## src/rtl/mips_mc_ctrl.sv

```systemverilog
// Multicycle MIPS control unit: a 4-bit state register with
// combinational decode of every datapath control from state and inputs.
module mips_mc_ctrl (
    input  logic       clk,
    input  logic       rst_n,
    input  logic [5:0] opcode,
    input  logic [5:0] funct,
    input  logic       zero,
    input  logic       mem_ready,
    output logic       mem_req,
    output logic       mem_write,
    output logic       iord,
    output logic       ir_write,
    output logic       pc_write,
    output logic [1:0] pc_src,
    output logic       alu_src_a,
    output logic [1:0] alu_src_b,
    output logic [3:0] alu_control,
    output logic       reg_write,
    output logic       reg_dst,
    output logic       mem_to_reg,
    output logic       illegal_op,
    output logic       retired
);

    typedef enum logic [3:0] {
        S_FETCH  = 4'd0,
        S_DECODE = 4'd1,
        S_MEMADR = 4'd2,
        S_MEMRD  = 4'd3,
        S_MEMWB  = 4'd4,
        S_MEMWR  = 4'd5,
        S_EXEC   = 4'd6,
        S_ALUWB  = 4'd7,
        S_BRANCH = 4'd8,
        S_ADDIEX = 4'd9,
        S_ADDIWB = 4'd10,
        S_JUMP   = 4'd11
    } state_t;

    localparam logic [5:0] OP_RTYPE = 6'b000000;
    localparam logic [5:0] OP_LW    = 6'b100011;
    localparam logic [5:0] OP_SW    = 6'b101011;
    localparam logic [5:0] OP_BEQ   = 6'b000100;
    localparam logic [5:0] OP_J     = 6'b000010;
    localparam logic [5:0] OP_ADDI  = 6'b001000;

    localparam logic [5:0] FN_AND = 6'b100100;
    localparam logic [5:0] FN_OR  = 6'b100101;
    localparam logic [5:0] FN_ADD = 6'b100000;
    localparam logic [5:0] FN_SUB = 6'b100010;
    localparam logic [5:0] FN_SLT = 6'b101010;

    localparam logic [3:0] ALU_AND = 4'b0000;
    localparam logic [3:0] ALU_OR  = 4'b0001;
    localparam logic [3:0] ALU_ADD = 4'b0010;
    localparam logic [3:0] ALU_SUB = 4'b0110;
    localparam logic [3:0] ALU_SLT = 4'b0111;
    localparam logic [3:0] ALU_BAD = 4'b1111;

    state_t state_q, state_d;

    always_ff @(posedge clk) begin
        if (!rst_n) state_q <= S_FETCH;
        else        state_q <= state_d;
    end

    always_comb begin
        state_d     = S_FETCH;
        mem_req     = 1'b0;
        mem_write   = 1'b0;
        iord        = 1'b0;
        ir_write    = 1'b0;
        pc_write    = 1'b0;
        pc_src      = 2'b00;
        alu_src_a   = 1'b0;
        alu_src_b   = 2'b00;
        alu_control = ALU_ADD;
        reg_write   = 1'b0;
        reg_dst     = 1'b0;
        mem_to_reg  = 1'b0;
        illegal_op  = 1'b0;
        retired     = 1'b0;

        // Reset holds every control quiet, whatever state is registered.
        if (rst_n) begin
            unique case (state_q)
                S_FETCH: begin
                    mem_req = 1'b1;
                    state_d = S_FETCH;
                    if (mem_ready) begin
                        ir_write  = 1'b1;
                        pc_write  = 1'b1;
                        alu_src_b = 2'b01;
                        state_d   = S_DECODE;
                    end
                end
                S_DECODE: begin
                    alu_src_b = 2'b11;
                    unique case (opcode)
                        OP_LW, OP_SW: state_d = S_MEMADR;
                        OP_RTYPE:     state_d = S_EXEC;
                        OP_BEQ:       state_d = S_BRANCH;
                        OP_J:         state_d = S_JUMP;
                        OP_ADDI:      state_d = S_ADDIEX;
                        default: begin
                            illegal_op = 1'b1;
                            state_d    = S_FETCH;
                        end
                    endcase
                end
                S_MEMADR: begin
                    alu_src_a = 1'b1;
                    alu_src_b = 2'b10;
                    state_d   = (opcode == OP_SW) ? S_MEMWR : S_MEMRD;
                end
                S_MEMRD: begin
                    mem_req = 1'b1;
                    iord    = 1'b1;
                    state_d = mem_ready ? S_MEMWB : S_MEMRD;
                end
                S_MEMWB: begin
                    reg_write  = 1'b1;
                    mem_to_reg = 1'b1;
                    retired    = 1'b1;
                end
                S_MEMWR: begin
                    mem_req   = 1'b1;
                    mem_write = 1'b1;
                    iord      = 1'b1;
                    retired   = mem_ready;
                    state_d   = mem_ready ? S_FETCH : S_MEMWR;
                end
                S_EXEC: begin
                    alu_src_a = 1'b1;
                    state_d   = S_ALUWB;
                    unique case (funct)
                        FN_AND:  alu_control = ALU_AND;
                        FN_OR:   alu_control = ALU_OR;
                        FN_ADD:  alu_control = ALU_ADD;
                        FN_SUB:  alu_control = ALU_SUB;
                        FN_SLT:  alu_control = ALU_SLT;
                        default: begin
                            alu_control = ALU_BAD;
                            illegal_op  = 1'b1;
                            state_d     = S_FETCH;
                        end
                    endcase
                end
                S_ALUWB: begin
                    reg_write = 1'b1;
                    reg_dst   = 1'b1;
                    retired   = 1'b1;
                end
                S_BRANCH: begin
                    alu_src_a   = 1'b1;
                    alu_control = ALU_SUB;
                    pc_src      = 2'b01;
                    pc_write    = zero;
                    retired     = 1'b1;
                end
                S_ADDIEX: begin
                    alu_src_a = 1'b1;
                    alu_src_b = 2'b10;
                    state_d   = S_ADDIWB;
                end
                S_ADDIWB: begin
                    reg_write = 1'b1;
                    retired   = 1'b1;
                end
                S_JUMP: begin
                    pc_write = 1'b1;
                    pc_src   = 2'b10;
                    retired  = 1'b1;
                end
                default: begin
                    alu_control = 4'b0000;
                    state_d     = S_FETCH;
                end
            endcase
        end
    end

endmodule

```

## config.mk

```make
export PLATFORM = sky130hd
export DESIGN_NAME = mips_mc_ctrl
export DESIGN_NICKNAME = d
export VERILOG_FILES = /design/src/rtl/mips_mc_ctrl.sv
export SDC_FILE = /design/constraint.sdc
export NUM_CORES = 1
export LEC_CHECK = 0
export CORE_MARGIN = 2
export CORE_UTILIZATION = 50
export DETAILED_ROUTE_END_ITERATION = 10
export DONT_BUFFER_PORTS = 1
export GPL_TIMING_DRIVEN = 0
export PLACE_DENSITY = 0.76
export SLEW_MARGIN = 20
export SYNTH_ARGS = -nofsm -noshare
export SYNTH_HDL_FRONTEND = slang
export SYNTH_SLANG_ARGS = --single-unit
export TNS_END_PERCENT = 50
```

## constraint.sdc

```tcl
create_clock -name clk -period 1.9 [get_ports clk]
set_clock_uncertainty 0.05 [all_clocks]
set_input_delay 0.19 -clock clk [delete_from_list [all_inputs] [get_ports clk]]
set_output_delay 0.19 -clock clk [all_outputs]
set_load 0.005 [all_outputs]
```

==> results.toml <==
[sta]
hold_viol = 0
grt_setup_unrepaired = "no"
fmax_mhz = 559
fin_crit_sh_pct = 94.1
setup_viol = 0
fin_crit_ns = 1.79
slew_violations = 0
slew_headroom_pct = 73.7
setup_tns_ns = 0
worst_pin_slew_ns = 0.391

[final_layout]
largest-register = "state_q"
fin_area_um2 = 723
num-fill-cells = 135
syn_to_final_growth_pct = 6.25
final_core_util_pct = 56.3
largest_registers = "state_q: 4 flops"
final_cell_mix = "nor2_1 (15), nand2_1 (9), nor2b_1 (7)"
largest_register_ffs = 4
n_antenna_cell = 0
fin_nets = 129
final_common_cell = "nor2_1"
final_layout_size_suffix_gt1_share_pct = 9.91

[synth]
synth_cells = 108
synth_edf_count = 0
synth_ff_type = "dfxtp_1"
avgSynthCellArea_um2 = 6.30
ys_ff_latch = 4
ys_warn_count = 0
ys_seq_area_share_pct = 11.8
postSynth.asyncResetShare_pct = 0
syn-cell-area_um2 = 681
synth_nets = 124
synth_cell_types = 37

[worst_setup_path]
crit_type = "flop to output port"
cp_data_required_time_ns = 1.66
crit_slowest_cell = "dfxtp_1"
cp_max_fo = 10
cp_num_buf_inv = 1
arrival_ns = 1.55
crit_family = "flip-flops"
max_stage_delay_ns = 0.44
worstPathCellList = "clkbuf_2 -> nand3_1 -> nor3_1 -> o21bai_1"
end_kind = "output port"
cp-start-kind = "flop"

[die]
dieArea_um2 = 1670
fp.dieW_um = 40.9
io_pins = 35
core-area_um2 = 1280
start_util_pct = 53.0
core.rowCount = 13
chipHeight_um = 40.9

[detailed_routing]
vias_per_cell = 6.40
top_layer = "met4"
via_count = 806
drt-initial-drc-count = 39
wirelength_mm = 1.80
drt-wirelength-per-cell_um = 14.3
met3WireLength_um = 119
postRouteAntennaNets = 0
drc = 0
wl_met1_um = 813
wl_met2_um = 853
first_pass_iters = 4

[cts]
insertion_delay_ns = 0.24
cts_tree = "done"
clockBufferDepth = 2
cts_setup_buffers = 0
numCtsBuffers = 3
h-tree-depth = 1
root_buffer = "clkbuf_4"
clock_sinks = 4
postCtsHoldBufs = 0
clk_pin_slew_ns = 0.04

[power_and_ir_drop]
p_per_area_nw_per_um2 = 365
p_leak_nw = 0.245
ir_drop_uv = 182
power_w = 0.000264

[grt]
grt_overflow = 0
grtUsageTotal_pct = 22.7
grt_pass1_vias = 600
grt_antenna_before_repair = 0
grt_pass1_wl_mm = 2.48
grt_max_degree = 11

[place]
placed_area_um2 = 699
port_buffers = 0
gp_congestion = 0.847
dp_hpwl_mm = 1.33

[outcome]
outcome = "finished clean"

[run]
cap_viol_max_count = 0

[worst_hold_path]
worstHoldPathType = "primary input to flop"
-- cells in the mapped netlist, drive strengths merged, types with 2 or more instances --
library cell,count,area (µm²)
nor2b,7,43.8
nand2,9,33.8
dfxtp,4,80.1
a31oi,3,18.8
o21ai,9,45.0
nand3,4,20.0
nor4,5,37.5
and3,2,12.5
buf,3,21.3
nor2,15,56.3
xor2,3,26.3
inv,3,11.3
nand2b,4,25.0
clkbuf,5,18.8
nor3,7,40.0
a21oi,6,30.0
o211ai,3,22.5
-- cells by family after synthesis --
kind of cell    share of synthesized area, %
flops                                   11.8
mux                                     1.65
xor+xnor                                5.15
simple gates                            47.1
compound gates                          26.8
buf+inv                                 7.54
-- where the power goes --
part	total [W]	switching (W)	internal, W
registers	0.0000870	0.000000654	0.0000863
logic	0.0000688	0.0000416	0.0000272
clock network	0.000108	0.0000376	0.0000708
-- worst min-delay path: stages --
cell     delay [ns]
nor4_1         0.04
nand2_1        0.06
a31oi_1        0.07
-- final timing paths --
path,startpoint,end,slack (ns),cells after the start
hold reg to reg,state_q[3]$_SDFF_PN0_,state_q[0]$_SDFF_PN0_,0.71,3
setup / recovery,state_q[3]$_SDFF_PN0_,alu_control[2],0.11,4
setup reg to reg,state_q[0]$_SDFF_PN0_,state_q[0]$_SDFF_PN0_,0.32,5
hold / removal,opcode[5],state_q[2]$_SDFF_PN0_,0.13,3
-- per-stage QoR --
step                      setup slack [ns]  hold WS (ns)  std cells
after floorplan                      0.419         0.338        108
after global placement               0.285         0.368        123
after detailed placement             0.248         0.375        123
after CTS                            0.146         0.131        126
after global routing                0.0156         0.147        126
final                                0.112         0.130        126
-- routing by layer --
| metal | track usage [%] | vias to the layer above |
|---|---|---|
| li1 | - | 400 |
| met1 | 32.4 | 369 |
| met2 | 32.4 | 35 |
| met3 | 2.72 | 2 |
| met4 | 12.5 | 0 |
| met5 | 0 | - |
-- what timing repair did --
action                                 in CTS  in global routing
endpoints found under the hold margin       0                  0
gates resized for setup                     1                  0
setup endpoints to repair                   1                  0
-- layout make-up --
class                           instances  area, µm²  share of cell area, %
Tap cell                               15       18.8                   2.60
Sequential cell                         4       80.1                   11.1
Multi-Input combinational cell         93        549                   76.0
Inverter                                3       11.3                   1.56
Buffer                                  8       41.3                   5.71
Clock buffer                            3       22.5                   3.11
No activity file was read; power rests on OpenSTA's default activity.
